**src/rtl/object_plotter_if.sv**
```systemverilog
// object_plotter_if
// Groups the request side (game logic -> plotter) and the pixel side
// (plotter -> VGA adapter) of object_plotter into one bundle.
//   startPlot, object, newX/newY, oldX/oldY, sizeX/sizeY : update request
//   x, y, colour, plot                                   : pixel stream
//   busy, done                                           : request status
// master : game-logic side (drives the request, observes stream/status)
// slave  : object_plotter itself
interface object_plotter_if;
  logic       startPlot;
  logic [1:0] object;
  logic [7:0] newX;
  logic [6:0] newY;
  logic [7:0] oldX;
  logic [6:0] oldY;
  logic [7:0] sizeX;
  logic [6:0] sizeY;
  logic [7:0] x;
  logic [6:0] y;
  logic [2:0] colour;
  logic       plot;
  logic       busy;
  logic       done;

  modport master (
    output startPlot, object, newX, newY, oldX, oldY, sizeX, sizeY,
    input  x, y, colour, plot, busy, done
  );

  modport slave (
    input  startPlot, object, newX, newY, oldX, oldY, sizeX, sizeY,
    output x, y, colour, plot, busy, done
  );
endinterface

```
**src/rtl/object_plotter.sv**
```systemverilog
// object_plotter
// Turns one rectangle-update request into a pixel stream for the 160x120
// VGA frame buffer: the old rectangle is erased in BG_COLOUR, then the new
// rectangle is drawn in the object's colour, one pixel per clock, row-major.
// Requests arriving while a stream is in progress are dropped.
// Ports:
//   clk   : system clock
//   reset : synchronous, active-high
//   bus   : object_plotter_if.slave (request inputs, pixel/status outputs)
// All outputs are registered.
module object_plotter #(
  parameter logic [7:0] MAX_X         = 8'd159,
  parameter logic [6:0] MAX_Y         = 7'd119,
  parameter logic [2:0] BG_COLOUR     = 3'b000,
  parameter logic [2:0] BALL_COLOUR   = 3'b111,
  parameter logic [2:0] PADDLE_COLOUR = 3'b010,
  parameter logic [2:0] BLOCK_COLOUR  = 3'b100
) (
  input  logic                  clk,
  input  logic                  reset,
  object_plotter_if.slave       bus
);

  typedef enum logic [1:0] {
    IDLE  = 2'd0,
    ERASE = 2'd1,
    DRAW  = 2'd2,
    DONE  = 2'd3
  } state_t;

  state_t     state_q, state_d;
  logic [7:0] cx_q, cx_d;
  logic [6:0] cy_q, cy_d;
  logic [7:0] ox_q, ox_d, nx_q, nx_d, w_q, w_d;
  logic [6:0] oy_q, oy_d, ny_q, ny_d, h_q, h_d;
  logic [1:0] obj_q, obj_d;
  logic [7:0] x_q, x_d;
  logic [6:0] y_q, y_d;
  logic [2:0] colour_q, colour_d;
  logic       plot_q, plot_d;
  logic       busy_q, busy_d;
  logic       done_q, done_d;

  logic [7:0] base_x;
  logic [6:0] base_y;
  logic [8:0] px;
  logic [7:0] py;
  logic       last_col, last_row;
  logic [2:0] obj_colour;

  // Pixel address of the current scan position, one bit wider than the
  // frame coordinates so that overflow past the edge clips instead of wrapping.
  always_comb begin
    base_x   = (state_q == ERASE) ? ox_q : nx_q;
    base_y   = (state_q == ERASE) ? oy_q : ny_q;
    px       = {1'b0, base_x} + {1'b0, cx_q};
    py       = {1'b0, base_y} + {1'b0, cy_q};
    last_col = (cx_q == (w_q - 8'd1));
    last_row = (cy_q == (h_q - 7'd1));
    case (obj_q)
      2'b00:   obj_colour = BALL_COLOUR;
      2'b01:   obj_colour = PADDLE_COLOUR;
      2'b10:   obj_colour = BLOCK_COLOUR;
      default: obj_colour = BG_COLOUR;
    endcase
  end

  always_comb begin
    state_d  = state_q;
    cx_d     = cx_q;
    cy_d     = cy_q;
    ox_d     = ox_q;
    oy_d     = oy_q;
    nx_d     = nx_q;
    ny_d     = ny_q;
    w_d      = w_q;
    h_d      = h_q;
    obj_d    = obj_q;
    x_d      = x_q;
    y_d      = y_q;
    colour_d = colour_q;
    plot_d   = 1'b0;
    busy_d   = 1'b0;
    done_d   = 1'b0;

    case (state_q)
      IDLE: begin
        if (bus.startPlot && (bus.object != 2'b11)) begin
          ox_d  = bus.oldX;
          oy_d  = bus.oldY;
          nx_d  = bus.newX;
          ny_d  = bus.newY;
          w_d   = bus.sizeX;
          h_d   = bus.sizeY;
          obj_d = bus.object;
          cx_d  = '0;
          cy_d  = '0;
          // An empty rectangle has nothing to scan: go straight to DONE so
          // that done lands one cycle after accept.
          if ((bus.sizeX == 8'd0) || (bus.sizeY == 7'd0))
            state_d = DONE;
          else if ((bus.oldX == bus.newX) && (bus.oldY == bus.newY))
            state_d = DRAW;
          else
            state_d = ERASE;
        end
      end

      ERASE, DRAW: begin
        busy_d   = 1'b1;
        x_d      = px[7:0];
        y_d      = py[6:0];
        plot_d   = (px <= {1'b0, MAX_X}) && (py <= {1'b0, MAX_Y});
        colour_d = (state_q == ERASE) ? BG_COLOUR : obj_colour;
        if (last_col) begin
          cx_d = '0;
          if (last_row) begin
            cy_d    = '0;
            state_d = (state_q == ERASE) ? DRAW : DONE;
          end else begin
            cy_d = cy_q + 7'd1;
          end
        end else begin
          cx_d = cx_q + 8'd1;
        end
      end

      DONE: begin
        busy_d  = 1'b1;
        done_d  = 1'b1;
        state_d = IDLE;
      end

      default: state_d = IDLE;
    endcase
  end

  always_ff @(posedge clk) begin
    if (reset) begin
      state_q  <= IDLE;
      cx_q     <= '0;
      cy_q     <= '0;
      ox_q     <= '0;
      oy_q     <= '0;
      nx_q     <= '0;
      ny_q     <= '0;
      w_q      <= '0;
      h_q      <= '0;
      obj_q    <= '0;
      x_q      <= '0;
      y_q      <= '0;
      colour_q <= '0;
      plot_q   <= 1'b0;
      busy_q   <= 1'b0;
      done_q   <= 1'b0;
    end else begin
      state_q  <= state_d;
      cx_q     <= cx_d;
      cy_q     <= cy_d;
      ox_q     <= ox_d;
      oy_q     <= oy_d;
      nx_q     <= nx_d;
      ny_q     <= ny_d;
      w_q      <= w_d;
      h_q      <= h_d;
      obj_q    <= obj_d;
      x_q      <= x_d;
      y_q      <= y_d;
      colour_q <= colour_d;
      plot_q   <= plot_d;
      busy_q   <= busy_d;
      done_q   <= done_d;
    end
  end

  assign bus.x      = x_q;
  assign bus.y      = y_q;
  assign bus.colour = colour_q;
  assign bus.plot   = plot_q;
  assign bus.busy   = busy_q;
  assign bus.done   = done_q;

endmodule

```
**src/flat_wrapper.sv**
```systemverilog
// flat-port wrapper written by rule: the top's interface ports become plain ports
module object_plotter_flat 
#(
  parameter logic [7:0] MAX_X         = 8'd159,
  parameter logic [6:0] MAX_Y         = 7'd119,
  parameter logic [2:0] BG_COLOUR     = 3'b000,
  parameter logic [2:0] BALL_COLOUR   = 3'b111,
  parameter logic [2:0] PADDLE_COLOUR = 3'b010,
  parameter logic [2:0] BLOCK_COLOUR  = 3'b100
)
  (clk, reset, bus_startPlot, bus_object, bus_newX, bus_newY, bus_oldX, bus_oldY, bus_sizeX, bus_sizeY, bus_x, bus_y, bus_colour, bus_plot, bus_busy, bus_done);
  object_plotter_if bus_i ();
  input  logic clk;
  input  logic reset;
  input wire logic [$bits(bus_i.startPlot)-1:0] bus_startPlot;
  input wire logic [$bits(bus_i.object)-1:0] bus_object;
  input wire logic [$bits(bus_i.newX)-1:0] bus_newX;
  input wire logic [$bits(bus_i.newY)-1:0] bus_newY;
  input wire logic [$bits(bus_i.oldX)-1:0] bus_oldX;
  input wire logic [$bits(bus_i.oldY)-1:0] bus_oldY;
  input wire logic [$bits(bus_i.sizeX)-1:0] bus_sizeX;
  input wire logic [$bits(bus_i.sizeY)-1:0] bus_sizeY;
  output wire logic [$bits(bus_i.x)-1:0] bus_x;
  output wire logic [$bits(bus_i.y)-1:0] bus_y;
  output wire logic [$bits(bus_i.colour)-1:0] bus_colour;
  output wire logic [$bits(bus_i.plot)-1:0] bus_plot;
  output wire logic [$bits(bus_i.busy)-1:0] bus_busy;
  output wire logic [$bits(bus_i.done)-1:0] bus_done;
  assign bus_i.startPlot = bus_startPlot;
  assign bus_i.object = bus_object;
  assign bus_i.newX = bus_newX;
  assign bus_i.newY = bus_newY;
  assign bus_i.oldX = bus_oldX;
  assign bus_i.oldY = bus_oldY;
  assign bus_i.sizeX = bus_sizeX;
  assign bus_i.sizeY = bus_sizeY;
  assign bus_x = bus_i.x;
  assign bus_y = bus_i.y;
  assign bus_colour = bus_i.colour;
  assign bus_plot = bus_i.plot;
  assign bus_busy = bus_i.busy;
  assign bus_done = bus_i.done;
  object_plotter #(.MAX_X(MAX_X), .MAX_Y(MAX_Y), .BG_COLOUR(BG_COLOUR), .BALL_COLOUR(BALL_COLOUR), .PADDLE_COLOUR(PADDLE_COLOUR), .BLOCK_COLOUR(BLOCK_COLOUR)) u_core (.clk(clk), .reset(reset), .bus(bus_i));
endmodule
```
**config.mk**
```make
export PLATFORM = sky130hd
export DESIGN_NAME = object_plotter_flat
export DESIGN_NICKNAME = d
export VERILOG_FILES = /design/src/rtl/object_plotter_if.sv /design/src/rtl/object_plotter.sv /design/src/flat_wrapper.sv
export SDC_FILE = /design/constraint.sdc
export NUM_CORES = 1
export LEC_CHECK = 0
export ABC_AREA = 0
export BUFFER_PORTS_ARGS = -buffer_cell sky130_fd_sc_hd__buf_2
export CAP_MARGIN = 20
export CORE_ASPECT_RATIO = 1.4
export CORE_MARGIN = 3
export CORE_UTILIZATION = 57
export DETAILED_ROUTE_END_ITERATION = 10
export PLACE_DENSITY = 0.79
export SETUP_SLACK_MARGIN = 0.02
export SLEW_MARGIN = 40
export SYNTH_ARGS = -nofsm -noshare
export SYNTH_HDL_FRONTEND = slang
export SYNTH_SLANG_ARGS = --single-unit
```
**constraint.sdc**
```tcl
create_clock -name clk -period 4.15 [get_ports clk]
set_clock_uncertainty 0.15 [all_clocks]
set_input_delay 0.2075 -clock clk [delete_from_list [all_inputs] [get_ports clk]]
set_output_delay 0.2075 -clock clk [all_outputs]
set_load 0.02 [all_outputs]
```
==> results of run 1 <==
worst reg2reg max path: cells and delay by family (launching register included):
family                     cells  cell delay (ps)
AOI/OAI and AO/OA              5              860
DFF                            1              340
adders and majority gates      3             1000
muxes                          1              360
and+or+nand+nor                1              210
buffers and inverters          2              390
xor gates and xnor gates       1              100
worst min path at each step:
stage,start,end,slack (ps),cells past startpoint
2_1_floorplan,bus_newX[0],u_core.nx_q[0],190,2
3_3_place_gp,u_core.oy_q[6],u_core.oy_q[6],290,2
3_5_place_dp,u_core.ny_q[5],u_core.ny_q[5],300,2
4_1_cts,reset,u_core.bus.y[6],140,2
5_1_grt,reset,u_core.bus.y[6],170,2
6_report,reset,u_core.bus.colour[2],160,2
Yosys cell counts (all sizes together), types with 8 or more instances:
cell type and number:
nor2b 8, o21ai 8, a21oi 65, mux2 16
xnor2 22, nand2 117, nor2 45, nor4 8
mux2i 10, inv 14, ha 25, nor3 14
xor2 29, clkbuf 20, nand3 12, dfxtp 85
power by group:
group	total (mW)	switching (mW)	internal (mW)
Combinational	1.24	0.753	0.487
Clock	0.649	0.308	0.342
Sequential	1.03	0.0938	0.937
cell families after synthesis:
logic type / Yosys count / share of synthesized area [%]
AOI/OAI and AO/OA: 113 / 15.5
xor gates and xnor gates: 51 / 9.56
adders and majority gates: 27 / 7.55
buffers and inverters: 41 / 3.29
DFF: 85 / 36.4
muxes: 26 / 6.00
and+or+nand+nor: 226 / 21.7
sequential cells by signal, indices dropped and copies added, names as in the netlist, 2 cells and up:
register / cells
u_core.state_q: 2
u_core.w_q: 8
u_core.nx_q: 8
u_core.bus.y: 7
u_core.obj_q: 2
u_core.bus.colour: 3
u_core.ny_q: 7
u_core.cy_q: 7
u_core.bus.x: 8
u_core.h_q: 7
u_core.cx_q: 8
u_core.ox_q: 8
u_core.oy_q: 7
what timing repair did:
action | 4_1_cts | 5_1_grt
resized for setup | 0 | 0
hold endpoints to repair | 47 | 0
hold buffers | 47 | 0
cell type report:
cell class	instances	area [um^2]	share of cell area (%)
clock inverters	5	85.1	1.47
multi-input cells	443	2820	48.8
well taps	100	125	2.17
flip-flops and latches	85	1700	29.5
inverters	14	52.6	0.910
repair buffers	122	861	14.9
clock buffers	11	131	2.27
metal layers:
layer  routed length [um]  vias to the layer above  GRT usage, %
met5                    0                        -             0
met4                  683                        0          17.0
met3                  644                       57          6.45
met2                 7080                      154          52.4
met1                 4710                     2110          30.7
li1                     -                     2166             -
through the flow:
step           setup WS [ps]  util, %  cell area [um^2]  std cells
2_1_floorplan            726        -              4670        569
3_3_place_gp             847     64.8              5090        717
3_5_place_dp             703     64.9              5090        717
4_1_cts                  677     73.6              5780        780
5_1_grt                  437     73.6              5780        780
6_report                 648     73.6              5780        780
==> impl.org, run 1 <==
** Run status
- The flow ran to the end, and the final reports show no timing, DRC or antenna violations.

** Finish
- 0 antenna diodes ended up in the layout.
- Most used cells in the layout excluding fill and tap cells :: 117 x nand2_1, 85 x dfxtp_1, 69 x buf_2, 65 x a21oi_1, 47 x dlygate4sd3_1
- The filler cells instantiated in the layout total about 600.
- Proportion of layout cells with a drive suffix above 1 :: about 18%
- Area Overhead vs Synth :: 23.6%
- Net total in the final layout :: 752
- The library cell used most frequently in the layout, excluding fill and tap cells, is nand2_1.

** Clocking
- The clock passes through at most 2 buffers.
- Number of buffers inserted during clock tree synthesis :: 9
- Clk Tree Root Cell :: clkbuf_8
- Reg clk slew, reported paths :: roughly 90 ps
- The H-tree generated during clock tree synthesis spans 3 levels.
- Clock tree from TritonCTS :: done
- Worst skew pair latency :: between 300 and 400 ps
- Clock tree sinks :: 85
- After clock tree synthesis, the setup repair step added 0 buffers.

** Worst hold path
- The worst hold path belongs to the class primary input to register.

** Routing
- Initial DRC count :: 183
- The routed layout has between 4,000 and 5,000 vias.
- Detail-routed via count per cell :: 5.75
- Average wire per standard cell :: ~17 um
- Number of remaining DRC errors :: 0
- After detailed routing, the total wire length is 13,100 um.
- Pre-antenna DRT Iters :: 7
- Post-route antenna net violation count :: 0

** Setup path
- Critical Path AT :: ~3600 ps
- Top fanout value on the critical path :: 11
- In this run the critical register-to-register path is launched from u_core.state_q[1].
- Buffer and inverter count on the worst path :: 2
- For this run, the slowest stage of the critical path takes about 410 ps.
- Cell depth of the worst flop-to-flop path :: 13
- List of cells traversed by the critical path :: inv_1 -> ha_1 -> buf_4 -> mux2_2 -> ha_1 -> fa_1 -> a21o_1 -> a21oi_1 -> o21bai_1 -> a21oi_1 -> xnor2_1 -> and4_1 -> a211oi_1
- The most critical setup path has its endpoint at u_core.bus.plot.
- Category of cells accounting for the largest share of critical-path delay :: adder cells
- At the worst endpoint, the required time is 4290 ps.
- Startpoint type of the worst setup path :: register
- In this run the number of cells on the critical path is 13.
- Cell with the biggest individual delay on the critical path :: fa_1
- Across all register-to-register paths, the minimum setup slack is ~650 ps.
- Tracing the worst setup path back leads to its startpoint at u_core.state_q[1].
- Type of the worst setup path :: register to register
- STA classifies the critical path endpoint as a register.
- Endpoint of the worst register-to-register path :: u_core.bus.plot

** Synthesis
- Library cell with the largest summed area after synthesis :: dfxtp_1
- Yosys warning count :: 0
- Cell area after synthesis :: roughly 0.0047 mm^2
- The average instance in the mapped netlist occupies 8.21 um^2.
- Of the synthesized area, sequential elements account for between 30 and 40%.
- Number of enable-type register cells in the synthesized netlist :: 0
- In the synthesized netlist the async set-or-reset flop fraction comes to 0%.
- Yosys mapped the design onto 58 distinct sky130hd cell types.
- The cell count after synthesis came out at 569.
- Synthesis inferred 85 register bits.
- Primary flip-flop cell chosen by synthesis mapping :: dfxtp_1
- Synthesis produced a netlist with a net count of about 650.
- Share of Yosys cell area claimed by the top area cell type :: a little over a third
- Biggest area contributors in the synthesized netlist :: dfxtp_1 36%, nand2_1 9.4%, a21oi_1 7.0%

** Floorplanning
- The die is between 100 and 150 um tall.
- Initial core utilization :: between 50 and 60%
- Overall die area :: 0.00934 mm^2
- I/O pins :: 71
- Area of the core :: roughly 0.008 mm^2
- After floorplanning, the core was divided into 38 placement rows.
- Width of the die :: ~83 um

** Flow run
- Max-Cap Viols :: 0

** Timing
- Unrepaired setup endpoints after global routing :: no
- Transition time of the tightest slew-check pin :: around 640 ps
- Worst hold margin :: 156 ps
- After routing, the total negative slack on setup checks comes to 0 ps.
- Shortest period the worst path allows :: between 3000 and 4000 ps
- The count of pins over their slew limit came to 0.
- Hold Violations, Final :: 0
- In the finished design, the share of the clock period the worst path needs comes to 84.4%.
- Number of failing setup endpoints in the final timing report :: 0
- Maximum frequency from static timing analysis :: approximately 0.29 GHz
- Slew HR :: a little under three fifths

** GRT
- Maximum number of pins on one net before global-route repair :: 54
- Number of global-route vias before repair :: between 4,000 and 5,000
- Global routing consumed, over all layers together, 29.5% of the routing resources.
- For this run the aggregate overflow at the end of global routing stands at 0.
- The first global-routing pass estimated ~21,000 um of wire.
- Initial antenna violation count :: 0

** Power and ir drop
- For this design the static power due to leakage is 2.43 nW.
- Dividing total power by cell area gives a power density of 506 mW/mm^2.
- Across the VDD grid, the largest voltage drop is just over 0.3 mV.
- Total chip power :: roughly 3 mW

** Place
- In this run the tool buffered the top-level ports with 70 buffer cells.
- Routability-driven placement finished with a final weighted congestion of between 0.8 and 0.9.
- DP HPWL :: ~8800 um
(Power assumes the default switching activity.)
==> run 2: changes to the inputs <==
Settings changed: CORE_UTILIZATION 57 to 52, PLACE_DENSITY 0.79 to 0.76.
Clock period 4.15 ns to 2.85 ns, I/O delays scaled along.
==> impl.org, run 2 (same netlist as run 1, synthesis figures left out) <==
** Routing
- Final routed wirelength across all metal layers :: 13,800 um (+5.0%)
- The via count was 4,583 (+2.1%).
- Number of remaining DRC errors :: 0 (unchanged)
- Initial DRC count :: 281 (+54%)
- Pre-antenna DRT Iters :: 5 (-2)
- Detail-routed via count per cell :: 5.71 (-0.79%)
- Average wire per standard cell :: 17.2 um (+2.0%)
- Post-route antenna net violation count :: 0 (unchanged)

** Timing
- Worst hold margin :: 211 ps (+54.9 ps)
- The count of pins over their slew limit came to 0 (unchanged).
- Unrepaired setup endpoints after global routing :: yes
- The time the final worst path needs with I/O delays and setup was 2770 ps (-728 ps).
- Transition time of the tightest slew-check pin :: 770 ps (+126 ps)
- Maximum frequency from static timing analysis :: 0.361 GHz (+26%)
- Hold Violations, Final :: 0 (unchanged)
- Number of failing setup endpoints in the final timing report :: 0 (unchanged)
- The final setup TNS is 0 ps (unchanged).
- Fin crit share :: 97.3% (+13 points)
- Slew HR :: 48.7% (-8.3 points)

** Floorplanning
- Overall die area :: 0.0102 mm^2 (+9.0%)
- Total number of placement rows :: 40 (+5.3%)
- The overall die height was 118 um (+4.5%).
- The horizontal die dimension came to 86.1 um (+4.4%).
- The core area is 0.00866 mm^2 (+10%).
- I/O pins :: 71 (unchanged)
- The initial core utilization came to 54.0% (-5.6 points).

** Place
- # port buffers :: 70 (unchanged)
- Final weighted congestion in routability-driven placement :: 0.949 (+9.6%)
- The half-perimeter wire length of the detailed placement result was 9100 um (+3.0%).

** Clocking
- Clock tree sinks :: 85 (unchanged)
- Number of buffers inserted during clock tree synthesis :: 9 (unchanged)
- The clock slew at the register clock pins of the worst setup and hold paths was 60 ps (-30 ps).
- The maximum buffer depth of the clock tree is 2 (unchanged).
- Worst skew pair latency :: 340 ps (-30 ps)
- Clk Tree Root Cell :: clkbuf_16
- Clock tree from TritonCTS :: done
- Count of H-tree levels built during CTS :: 3 (unchanged)

** Setup path
- Worst Setup End Kind :: register
- The required time of the critical path is 2930 ps (-1360 ps).
- Delay of the slowest cell on the worst path :: 590 ps (+180 ps)
- Top fanout value on the critical path :: 6 (-5)
- Type of the worst setup path :: register to register
- In this run the worst setup path begins at u_core.w_q[0].
- The worst path arrival time came to 2850 ps (-790 ps).
- Reg2Reg Launch Point :: u_core.w_q[0]
- On the critical path, the stage with the largest delay is an instance of a2111o_1.
- CP dominant cell by count :: nor2_1
- List of cells traversed by the critical path :: or4_4 -> nor2_1 -> nand3_1 -> a2111o_1 -> a211oi_1 -> xnor2_1 -> nor2_1
- Startpoint type of the worst setup path :: register

** Power and ir drop
- Cell leakage power :: 2.58 nW (+6.5%)
- The highest ir drop seen on vdd is 0.577 mV (+86%).
- The total power divided by cell area came to 766 mW/mm^2 (+51%).

** GRT
- The initial antenna violation count came to 1 (+1).
- Global-route wire length before repair :: 22,200 um (+6.1%)
- The pin count of the biggest net entering global routing came to 48 (-11%).
- Number of global-route vias before repair :: 4,828 (+9.0%)
- Overall overflow remaining after global route :: 0 (unchanged)
- Total track usage :: 27.8% (-1.7 points)

** Flow run
- The number of max-capacitance violations reported is 0 (unchanged).

** Run status
- Status :: finished, final reports clean

** Finish
- Net total in the final layout :: 769 (+2.3%)
- Leaving out fill and tap cells, the most frequent cell in the layout is nand2_1.
- Area Overhead vs Synth :: 32.5%
- Multi-input logic area :: 0.00301 mm^2 (+6.7%)
- Most used cells in the layout excluding fill and tap cells :: 116 x nand2_1, 82 x dfxtp_1, 70 x buf_2, 61 x a21oi_1, 47 x dlygate4sd3_1
- The fill cell total of the finished layout came to 631 (+3.6%).
- The footprint of the flip-flops and latches came to 0.00171 mm^2 (+0.22%).
- Proportion of layout cells with a drive suffix above 1 :: 23.8% (+6.2 points)

** Worst hold path
- Class of the tightest hold or removal check :: primary input to register
- Critical hold path startpoint :: reset
run 2: cell types whose count changed in the layout (fill, tap and decap cells not counted), moves of 3 or more:
cell       delta
ha_4          +5
mux2_4        +4
clkbuf_16     +9
ha_1          -5
buf_4        +14
a21oi_1       -4
o21ai_0       -4
a21oi_2       +4
mux2_2        -4
clkbuf_8      -9
dfxtp_1       -3
dfxtp_2       +3
run 2: through the flow:
stage          util (%)  instance area, um^2  instances  setup WS, ps  total power, mW
2_1_floorplan         -                 4770        569          1.90             2.85
3_3_place_gp       60.6                 5250        733          23.7             3.31
3_5_place_dp       60.6                 5250        733         -18.6             3.37
4_1_cts            69.8                 6040        797          10.8             4.62
5_1_grt            71.5                 6190        803         -47.0             5.00
6_report           71.5                 6190        803          76.2             4.74
run 2: path summary, 6_finish.rpt:
| kind | end | slack (ps) | cells past startpoint |
|---|---|---|---|
| max reg2reg | u_core.cy_q[4] | 80 | 7 |
| min reg2reg | u_core.ox_q[6] | 310 | 2 |
| min | u_core.cx_q[0] | 210 | 2 |
| max | u_core.cy_q[4] | 80 | 7 |
run 2: cell type report:
class	count	area share [%]
Clock buffer	10	3.70
Antenna cell	1	0.0404
Sequential cell	85	27.5
Timing Repair Buffer	139	16.0
Multi-Input combinational cell	443	48.6
Clock inverter	6	1.13
Inverter	14	0.848
Tap cell	105	2.12
run 2: worst max-delay path: cells and delay by family (launching register included):
family / cells / cell delay [ps]
simple gates: 4 / 970
compound gates: 2 / 1020
xor+xnor: 1 / 190
flops: 1 / 330
run 2: timing repair:
action	4_1_cts	5_1_grt
setup buffers	1	5
endpoints found under the hold margin	47	0
endpoints found under the setup margin	5	17
hold buffers	47	0
gates resized for setup	5	27
pin swaps	0	13
run 2: layer usage:
layer | share of wire, % | global-route usage (%)
met1 | 36 | 27.5
met2 | 55 | 52.1
met3 | 3.3 | 3.28
met4 | 6.4 | 18.5
met5 | 0 | 0
run 2: power by group:
part | total [mW] | switching [mW] | internal (mW)
Sequential | 1.51 | 0.136 | 1.37
Clock | 1.18 | 0.496 | 0.687
Combinational | 2.05 | 1.19 | 0.863
